**src/rtl/noc_router_xy_if.sv**
```systemverilog
// Bundled flit ports of one 5-port mesh router node.
// The master side is the surrounding mesh and the slave side is the router.
interface noc_router_xy_if #(
  parameter int FLIT_W = 24
);
  logic [5*FLIT_W-1:0] i_data;
  logic [4:0]          i_valid;
  logic [4:0]          o_ready;
  logic [5*FLIT_W-1:0] o_data;
  logic [4:0]          o_valid;
  logic [4:0]          i_ready;

  modport master (output i_data, i_valid, i_ready, input o_ready, o_data, o_valid);
  modport slave  (input i_data, i_valid, i_ready, output o_ready, o_data, o_valid);
endinterface

```
**src/rtl/noc_router_xy.sv**
```systemverilog
// Five-port mesh router node: per-input FIFOs, X-then-Y routing on the FIFO heads,
// and a round-robin arbiter feeding a registered valid/ready stage on each output.
module noc_router_xy #(
  parameter int FLIT_W   = 24,
  parameter int COORD_W  = 8,
  parameter int DEPTH    = 4,
  parameter int ROUTER_X = 4,
  parameter int ROUTER_Y = 4
) (
  input  logic            clk,
  input  logic            rstn,
  noc_router_xy_if.slave  bus
);
  localparam int NP = 5;
  localparam int AW = $clog2(DEPTH);
  localparam logic [2:0] P_PE = 3'd0, P_T = 3'd1, P_R = 3'd2, P_B = 3'd3, P_L = 3'd4;

  function automatic logic [2:0] route(input logic [FLIT_W-1:0] flit);
    logic [COORD_W-1:0] dx, dy;
    dx = flit[2*COORD_W-1:COORD_W];
    dy = flit[COORD_W-1:0];
    if (dx > COORD_W'(ROUTER_X))      return P_R;
    else if (dx < COORD_W'(ROUTER_X)) return P_L;
    else if (dy > COORD_W'(ROUTER_Y)) return P_T;
    else if (dy < COORD_W'(ROUTER_Y)) return P_B;
    else                              return P_PE;
  endfunction

  // Returns {found, index} of the first set request at or after ptr, mod 5.
  function automatic logic [3:0] rr_pick(input logic [NP-1:0] req, input logic [2:0] ptr);
    logic [3:0] res;
    logic [3:0] s;
    res = 4'b0;
    for (int k = NP - 1; k >= 0; k--) begin
      s = {1'b0, ptr} + 4'(k);
      if (s >= 4'(NP)) s = s - 4'(NP);
      if (req[s[2:0]]) res = {1'b1, s[2:0]};
    end
    return res;
  endfunction

  logic [FLIT_W-1:0]   mem      [NP][DEPTH];
  logic [AW:0]         wptr     [NP];
  logic [AW:0]         rptr     [NP];
  logic [AW:0]         wptr_nxt [NP];
  logic [AW:0]         rptr_nxt [NP];
  logic [FLIT_W-1:0]   head     [NP];
  logic [2:0]          dst      [NP];
  logic [NP-1:0]       req      [NP];
  logic [2:0]          rr_ptr   [NP];
  logic [2:0]          gnt_idx  [NP];
  logic [3:0]          pick     [NP];
  logic [NP-1:0]       empty, full_nxt, push, pop, gnt_vld;
  logic [NP-1:0]       o_valid_q, o_ready_q;
  logic [NP*FLIT_W-1:0] o_data_q;

  assign bus.o_valid = o_valid_q;
  assign bus.o_ready = o_ready_q;
  assign bus.o_data  = o_data_q;

  always_comb begin
    for (int p = 0; p < NP; p++) begin
      empty[p] = (wptr[p] == rptr[p]);
      head[p]  = mem[p][rptr[p][AW-1:0]];
      dst[p]   = route(head[p]);
      push[p]  = bus.i_valid[p] & o_ready_q[p];
    end
  end

  // Each head requests exactly one output, so an input can never win twice in a cycle.
  always_comb begin
    pop = '0;
    for (int q = 0; q < NP; q++) begin
      for (int p = 0; p < NP; p++) req[q][p] = !empty[p] && (dst[p] == 3'(q));
      pick[q]    = rr_pick(req[q], rr_ptr[q]);
      gnt_vld[q] = pick[q][3] & (!o_valid_q[q] | bus.i_ready[q]);
      gnt_idx[q] = pick[q][2:0];
      for (int p = 0; p < NP; p++)
        if (gnt_vld[q] && gnt_idx[q] == 3'(p)) pop[p] = 1'b1;
    end
  end

  always_comb begin
    for (int p = 0; p < NP; p++) begin
      wptr_nxt[p] = wptr[p] + {{AW{1'b0}}, push[p]};
      rptr_nxt[p] = rptr[p] + {{AW{1'b0}}, pop[p]};
      full_nxt[p] = (wptr_nxt[p][AW] != rptr_nxt[p][AW]) &&
                    (wptr_nxt[p][AW-1:0] == rptr_nxt[p][AW-1:0]);
    end
  end

  // Ready is registered from the post-update occupancy, so a pop frees a slot next cycle.
  always_ff @(posedge clk or negedge rstn) begin
    if (!rstn) begin
      for (int p = 0; p < NP; p++) begin
        wptr[p]   <= '0;
        rptr[p]   <= '0;
        rr_ptr[p] <= '0;
      end
      o_valid_q <= '0;
      o_ready_q <= '0;
      o_data_q  <= '0;
    end else begin
      for (int p = 0; p < NP; p++) begin
        wptr[p]      <= wptr_nxt[p];
        rptr[p]      <= rptr_nxt[p];
        o_ready_q[p] <= !full_nxt[p];
      end
      for (int q = 0; q < NP; q++) begin
        if (gnt_vld[q]) begin
          o_data_q[q*FLIT_W +: FLIT_W] <= head[gnt_idx[q]];
          o_valid_q[q]                 <= 1'b1;
          rr_ptr[q]                    <= (gnt_idx[q] == 3'd4) ? 3'd0 : gnt_idx[q] + 3'd1;
        end else if (bus.i_ready[q]) begin
          o_valid_q[q] <= 1'b0;
        end
      end
    end
  end

  always_ff @(posedge clk) begin
    for (int p = 0; p < NP; p++)
      if (push[p]) mem[p][wptr[p][AW-1:0]] <= bus.i_data[p*FLIT_W +: FLIT_W];
  end

endmodule

```
**src/flat_wrapper.sv**
```systemverilog
// flat-port wrapper written by rule: the top's interface ports become plain ports
module noc_router_xy_flat 
#(
  parameter int FLIT_W   = 24,
  parameter int COORD_W  = 8,
  parameter int DEPTH    = 4,
  parameter int ROUTER_X = 4,
  parameter int ROUTER_Y = 4
)
  (clk, rstn, bus_i_data, bus_i_valid, bus_i_ready, bus_o_ready, bus_o_data, bus_o_valid);
  noc_router_xy_if #(.FLIT_W(FLIT_W)) bus_i ();
  input  logic clk;
  input  logic rstn;
  input wire logic [$bits(bus_i.i_data)-1:0] bus_i_data;
  input wire logic [$bits(bus_i.i_valid)-1:0] bus_i_valid;
  input wire logic [$bits(bus_i.i_ready)-1:0] bus_i_ready;
  output wire logic [$bits(bus_i.o_ready)-1:0] bus_o_ready;
  output wire logic [$bits(bus_i.o_data)-1:0] bus_o_data;
  output wire logic [$bits(bus_i.o_valid)-1:0] bus_o_valid;
  assign bus_i.i_data = bus_i_data;
  assign bus_i.i_valid = bus_i_valid;
  assign bus_i.i_ready = bus_i_ready;
  assign bus_o_ready = bus_i.o_ready;
  assign bus_o_data = bus_i.o_data;
  assign bus_o_valid = bus_i.o_valid;
  noc_router_xy #(.FLIT_W(FLIT_W), .COORD_W(COORD_W), .DEPTH(DEPTH), .ROUTER_X(ROUTER_X), .ROUTER_Y(ROUTER_Y)) u_core (.clk(clk), .rstn(rstn), .bus(bus_i));
endmodule
```
**config.mk**
```make
export PLATFORM = sky130hd
export DESIGN_NAME = noc_router_xy_flat
export DESIGN_NICKNAME = d
export VERILOG_FILES = /design/src/rtl/noc_router_xy_if.sv /design/src/rtl/noc_router_xy.sv /design/src/flat_wrapper.sv
export SDC_FILE = /design/constraint.sdc
export NUM_CORES = 1
export LEC_CHECK = 0
export CORE_MARGIN = 4
export CORE_UTILIZATION = 29
export CTS_BUF_LIST = sky130_fd_sc_hd__clkbuf_16
export CTS_CLUSTER_SIZE = 8
export DETAILED_ROUTE_END_ITERATION = 8
export HOLD_SLACK_MARGIN = 0.06
export PLACE_DENSITY = 0.55
export SETUP_SLACK_MARGIN = 0.5
export SLEW_MARGIN = 10
export SYNTH_ARGS = -nofsm -noshare
export SYNTH_HDL_FRONTEND = slang
export SYNTH_SLANG_ARGS = --single-unit
```
**constraint.sdc**
```tcl
create_clock -name clk -period 11.4 [get_ports clk]
set_input_delay 2.28 -clock clk [delete_from_list [all_inputs] [get_ports clk]]
set_output_delay 2.28 -clock clk [all_outputs]
set_load 0.01 [all_outputs]
```
After elaboration in Yosys (flattened, before gate mapping). Memories as Yosys holds them, arrays and structs flattened. Cells that the tools add are included.

Shift operators: 0. Reductions and logical operators: 90. Bitwise operators: 30. $mul: 0. Divide/modulo/power cells: 0. $add $sub $neg: 60. Multiplexer cells: 210. Magnitude comparators: 90. Equal/unequal tests: 55.

Operator list (number): 24-bit two-way mux (25); 96-bit two-way mux (5); 24-bit binary-select mux with 3-bit select (5); 24-bit binary-select mux with 2-bit select (5); 24-bit demux with 2-bit select (5); 3-bit two-way mux (45); 3-bit by 4-bit < comparator with 1-bit output (second input constant) (25); 4-bit two-way mux (25); 4-bit by 3-bit greater-or-equal comparator with 1-bit output (second input constant) (20); 8-bit by 3-bit greater-than comparator with 1-bit output (second input constant) (10); 8-bit by 3-bit < comparator with 1-bit output (second input constant) (10); 1-bit binary-select mux with 3-bit select (25); 3-bit subtractor (second input constant) (25); 1-bit two-way mux (65); 3-bit by 2-bit == test with 1-bit output (second input constant) (20); 1-bit logical AND (60); 3-bit greater-or-equal comparator (second input constant) (15); 3-bit by 2-bit adder with 4-bit output (second input constant) (10); 3-bit by 1-bit adder with 3-bit output (10); 3-bit by 1-bit == test with 1-bit output (second input constant) (10); 3-bit == test (second input constant) (10); 3-bit logical NOT (10); 2-bit NOT with 3-bit output (10); 3-bit by 1-bit adder with 4-bit output (second input constant) (5); 13 further kinds (80).

Bits in writable memories: 480. Latch bits: 0. Memories kept: 1. Bits in read-only memories: 0. Flip-flop bits (word level): 175. Output and inout bits: 130. Input port bits: 132. Logic and storage cells: 562.

Memories: u_core.mem (depth 5, bits a word 96, rd ports 5, clocked after memory_dff 0, write ports 5, line noc_router_xy.sv:42) `logic [FLIT_W-1:0] mem [NP][DEPTH];`.

Logic depth before layout (Yosys ltp).
Depth in word-level cells: 29. Mapped depth: 26. Depth with buffers taken out: 23.

Worst setup path before layout. OpenSTA, ideal clock, no wires.

Kind: reg-to-reg. Start: reg u_core.rptr[0] in the netlist's numbering. End: reg u_core.o_ready_q[1], in the netlist u_core.bus.o_ready[1]. Data arrival time: 5.347 ns. Setup time: 0.131 ns. Required time: 11.269 ns. Path slack: 5.922 ns. Buffers on the path: 5. Cell stages (with the launch flop): 24. Clock period less this slack: 5.478 ns. Path through: dfrtp_1 > buf_4 > buf_6 > mux4_2 > or4_1 > nor2_1 > a31oi_1 > and2_1 > buf_2 > a211oi_2 > mux2_1 > a31oi_1 > buf_4 > buf_4 > inv_1 > ha_1 > a32oi_1 > o31ai_1 > a221o_1 > ha_1 > ha_1 > xor2_1 > xnor2_1 > or3_1.

RTL lines: start, declared (line noc_router_xy.sv:44) `logic [AW:0] rptr [NP];`; start signal, assigned by index (line noc_router_xy.sv:106) `rptr[p] <= rptr_nxt[p];`; end signal, assigned by index (line noc_router_xy.sv:107) `o_ready_q[p] <= !full_nxt[p];`; end, declared (line noc_router_xy.sv:54) `logic [NP-1:0] o_valid_q, o_ready_q;`.

==> metrics.txt <==
worst supply voltage drop on vdd 403 uV; average cell area after synthesis 12.9 um^2; worst setup path category reg2reg; top-area cell type share of the netlist area 0.416; TritonCTS clock tree yes; worst-case clock skew around 0.068 ns; status completed; Final ANT Viol Nets 0; unrepaired setup endpoints after global routing false; total number of H-tree levels 3; initial antenna violation count 6; detailed-routing iteration count for the pre-antenna-repair pass 6; CP Data Required Time between 10 and 15 ns; primary flip-flop cell chosen by synthesis mapping sky130_fd_sc_hd__edfxtp_1; type of element capturing the critical path register; part of the cycle the worst path needs 0.664; Ys Warns 0; number of flip-flops and latches in the synthesized netlist ~660; async set-or-reset flop fraction in the synthesized netlist 0.267; area growth from synthesis to layout 20.6%; most frequent cell after synthesis sky130_fd_sc_hd__edfxtp_1; CP arrival approximately 8.1 ns; synthesized net count 2,899; maxcap violations 0; CTS Root Buffer Type sky130_fd_sc_hd__clkbuf_16; clock tree buffer depth 3; min-delay worst type reg2reg; DPL Wire Length 93,200 um; num rows between 100 and 150; Internal Power 7.42 mW; cell types occupying the most area after synthesis sky130_fd_sc_hd__edfxtp_1, sky130_fd_sc_hd__dfrtp_1, sky130_fd_sc_hd__mux4_2; Core Region 118,000 um^2; placer's final routability congestion estimate 0.965; DRC violations left 0; wire length of the first global-routing pass 178,000 um; share of total power in combinational logic 0.542; quantity of gates resized following cts 0; fraction of final layout cells with drive strength greater than 1 0.137; post-route minimum period approximately 7.6 ns; Die Y ~350 um; number of synthesized flops with an enable pin 480; Sequential Power Share 0.270; synth cell count leaders sky130_fd_sc_hd__edfxtp_1, sky130_fd_sc_hd__dfrtp_1, sky130_fd_sc_hd__nand2_1; clk_lat worst skew approximately 0.70 ns; I/O pins 262; power after layout 13.7 mW; Distinct cells, synth 112; type of element launching the critical path register; die span in x 354 um; power per cell area 327 nW/um^2; net count of the finished layout 3,167; clock sink count 655; Port Buf Inserts 261; number of vias per cell after detailed routing 5.58; Max Fclk between 100 and 150 MHz; vias in the first global route 24,800; global-route usage over all layers 0.192; Total Neg Setup Slack 0 ns; count of endpoints failing hold in the final timing report 0; Max Transition Viols Final 0; post-synthesis cell area roughly 35,000 um^2; postcts setup bufs 0; top cell type by total area after synthesis sky130_fd_sc_hd__edfxtp_1; Total Die Area ~120,000 um^2; via count 25,400; sequential element share of the synthesized area 0.543; CTS Hold Buffers Added 0; pin count of the biggest net entering global routing 64; Clk pwr share 0.189; power dissipated by switching net loads 6.25 mW; Wirelength per Cell 27.2 um; Max transition margin 0.205; Final Routed Wirelength 124,000 um; count of mapped cells out of synthesis 2,677; effective utilization at floorplan 0.293; number of DRC markers after the initial detailed-route iteration 3,092; clock-pin slew reported for the worst setup and hold paths after clock tree synthesis 0.05 ns; CTS Buf Count 93; Switching Fraction 0.457; slew at the pin closest to its max-slew limit 1.19 ns; endpoints failing setup 0; global route overflow 0; Crit Path Max Fanout 28; leakage power summed over all cells 15.2 nW
stage by stage:
step | cell area, um^2 | cells | utilization | hold slack (ns) | worst slack (ns)
final | 41700 | 4561 | 0.353 | 0.465 | 3.83
after global placement | 38900 | 4386 | 0.329 | 0.449 | 4.08
after CTS | 41700 | 4559 | 0.353 | 0.469 | 3.92
after detailed placement | 38900 | 4386 | 0.329 | 0.456 | 3.93
after global routing | 41700 | 4559 | 0.353 | 0.484 | 3.39
after floorplan | 34600 | 2677 | - | 0.493 | 5.92
kinds of logic after synthesis:
kind of cell | Yosys count | share of synthesized area
adders and majority gates | 90 | 0.0336
buffers and inverters | 215 | 0.0293
xor gates and xnor gates | 63 | 0.0159
and+or+nand+nor | 761 | 0.123
muxes | 304 | 0.134
DFF | 655 | 0.543
AOI/OAI and AO/OA | 589 | 0.121
placed cells by master (no fill, tap or decap), types with 20 or more instances in the layout:
master / n
sky130_fd_sc_hd__a211oi_1: 29
sky130_fd_sc_hd__a21o_1: 20
sky130_fd_sc_hd__a21oi_1: 83
sky130_fd_sc_hd__a22oi_1: 20
sky130_fd_sc_hd__and2_1: 54
sky130_fd_sc_hd__and3_1: 46
sky130_fd_sc_hd__buf_4: 50
sky130_fd_sc_hd__clkbuf_16: 94
sky130_fd_sc_hd__clkdlybuf4s50_1: 260
sky130_fd_sc_hd__dfrtp_1: 171
sky130_fd_sc_hd__edfxtp_1: 480
sky130_fd_sc_hd__ha_1: 85
sky130_fd_sc_hd__inv_1: 142
sky130_fd_sc_hd__mux2_2: 44
sky130_fd_sc_hd__mux2i_1: 124
sky130_fd_sc_hd__mux4_2: 121
sky130_fd_sc_hd__nand2_1: 158
sky130_fd_sc_hd__nand2b_1: 44
sky130_fd_sc_hd__nand3_1: 58
sky130_fd_sc_hd__nand4_1: 49
sky130_fd_sc_hd__nor2_1: 100
sky130_fd_sc_hd__nor2b_1: 27
sky130_fd_sc_hd__nor3_1: 50
sky130_fd_sc_hd__nor4_1: 29
sky130_fd_sc_hd__o211ai_1: 28
sky130_fd_sc_hd__o21a_1: 27
sky130_fd_sc_hd__o21ai_0: 100
sky130_fd_sc_hd__o22a_1: 24
sky130_fd_sc_hd__o22ai_1: 39
sky130_fd_sc_hd__or3_1: 22
sky130_fd_sc_hd__xnor2_1: 41
sky130_fd_sc_hd__xor2_1: 22
critical path, stage by stage (launching register included):
cell and delay, ns:
sky130_fd_sc_hd__dfrtp_2 0.95, sky130_fd_sc_hd__mux4_2 0.62, sky130_fd_sc_hd__or4_1 0.73, sky130_fd_sc_hd__nor4_4 0.72, sky130_fd_sc_hd__nand3b_1 0.15, sky130_fd_sc_hd__a21oi_1 0.77, sky130_fd_sc_hd__a211oi_1 0.16, sky130_fd_sc_hd__o211a_1 0.23
sky130_fd_sc_hd__o21ai_2 0.54, sky130_fd_sc_hd__nand2_2 0.58, sky130_fd_sc_hd__ha_1 0.39, sky130_fd_sc_hd__ha_1 0.18, sky130_fd_sc_hd__nand2_1 0.07, sky130_fd_sc_hd__nand3_1 0.18, sky130_fd_sc_hd__ha_1 0.27, sky130_fd_sc_hd__ha_1 0.21
sky130_fd_sc_hd__xor2_1 0.16, sky130_fd_sc_hd__xnor2_1 0.12, sky130_fd_sc_hd__or3_1 0.36
state kept, by name, indices dropped and copies added, names as in the netlist:
name and flops:
u_core.bus.o_ready 5, u_core.bus.o_valid 5, u_core.rptr 15, u_core.wptr 15, u_core.mem 480, u_core.bus.o_data 120
u_core.rr_ptr 15
metal layers:
layer / up-vias / global-route usage / wire (um)
met4: 0 / 0.0740 / 5030
met5: - / 0 / 0
met1: 12900 / 0.269 / 53400
met3: 223 / 0.0417 / 11000
li1: 11100 / - / -
met2: 1243 / 0.291 / 54400
cell type report:
class / instances / area (um^2)
Clock inverter: 79 / 439
Fill cell: 11500 / 76500
Inverter: 77 / 289
Multi-Input combinational cell: 1807 / 14900
Timing Repair Buffer: 311 / 2990
Clock buffer: 94 / 2350
Antenna cell: 2 / 5.00
Tap cell: 1536 / 1920
Sequential cell: 655 / 18800
path summary, 6_finish.rpt:
kind                                                     end  slack, ns  depth (start not counted)                         startpoint
max                          u_core.bus.o_ready[3]$_DFF_PN0_       3.83                         18           u_core.rptr[6]$_DFF_PN0_
max reg2reg                  u_core.bus.o_ready[3]$_DFF_PN0_       3.83                         18           u_core.rptr[6]$_DFF_PN0_
min in group asynchronous  u_core.bus.o_valid[1]$_DFFE_PN0P_       1.62                          1                               rstn
min reg2reg                u_core.bus.o_data[10]$_DFFE_PN0N_       0.46                          1  u_core.bus.o_data[10]$_DFFE_PN0N_
max in group asynchronous           u_core.rptr[0]$_DFF_PN0_       8.40                          2                               rstn
min                        u_core.bus.o_data[10]$_DFFE_PN0N_       0.46                          1  u_core.bus.o_data[10]$_DFFE_PN0N_
power groups by stage:
| stage | combinational, mW | sequential (mW) | clock [mW] |
|---|---|---|---|
| floorplan | 4.82 | 3.45 | 0 |
| global placement | 7.22 | 3.73 | 0 |
| detailed placement | 7.24 | 3.73 | 0 |
| CTS | 7.26 | 3.69 | 2.64 |
| global route | 7.82 | 3.75 | 2.75 |
| finish | 7.40 | 3.69 | 2.58 |
(Power assumes the default switching activity.)
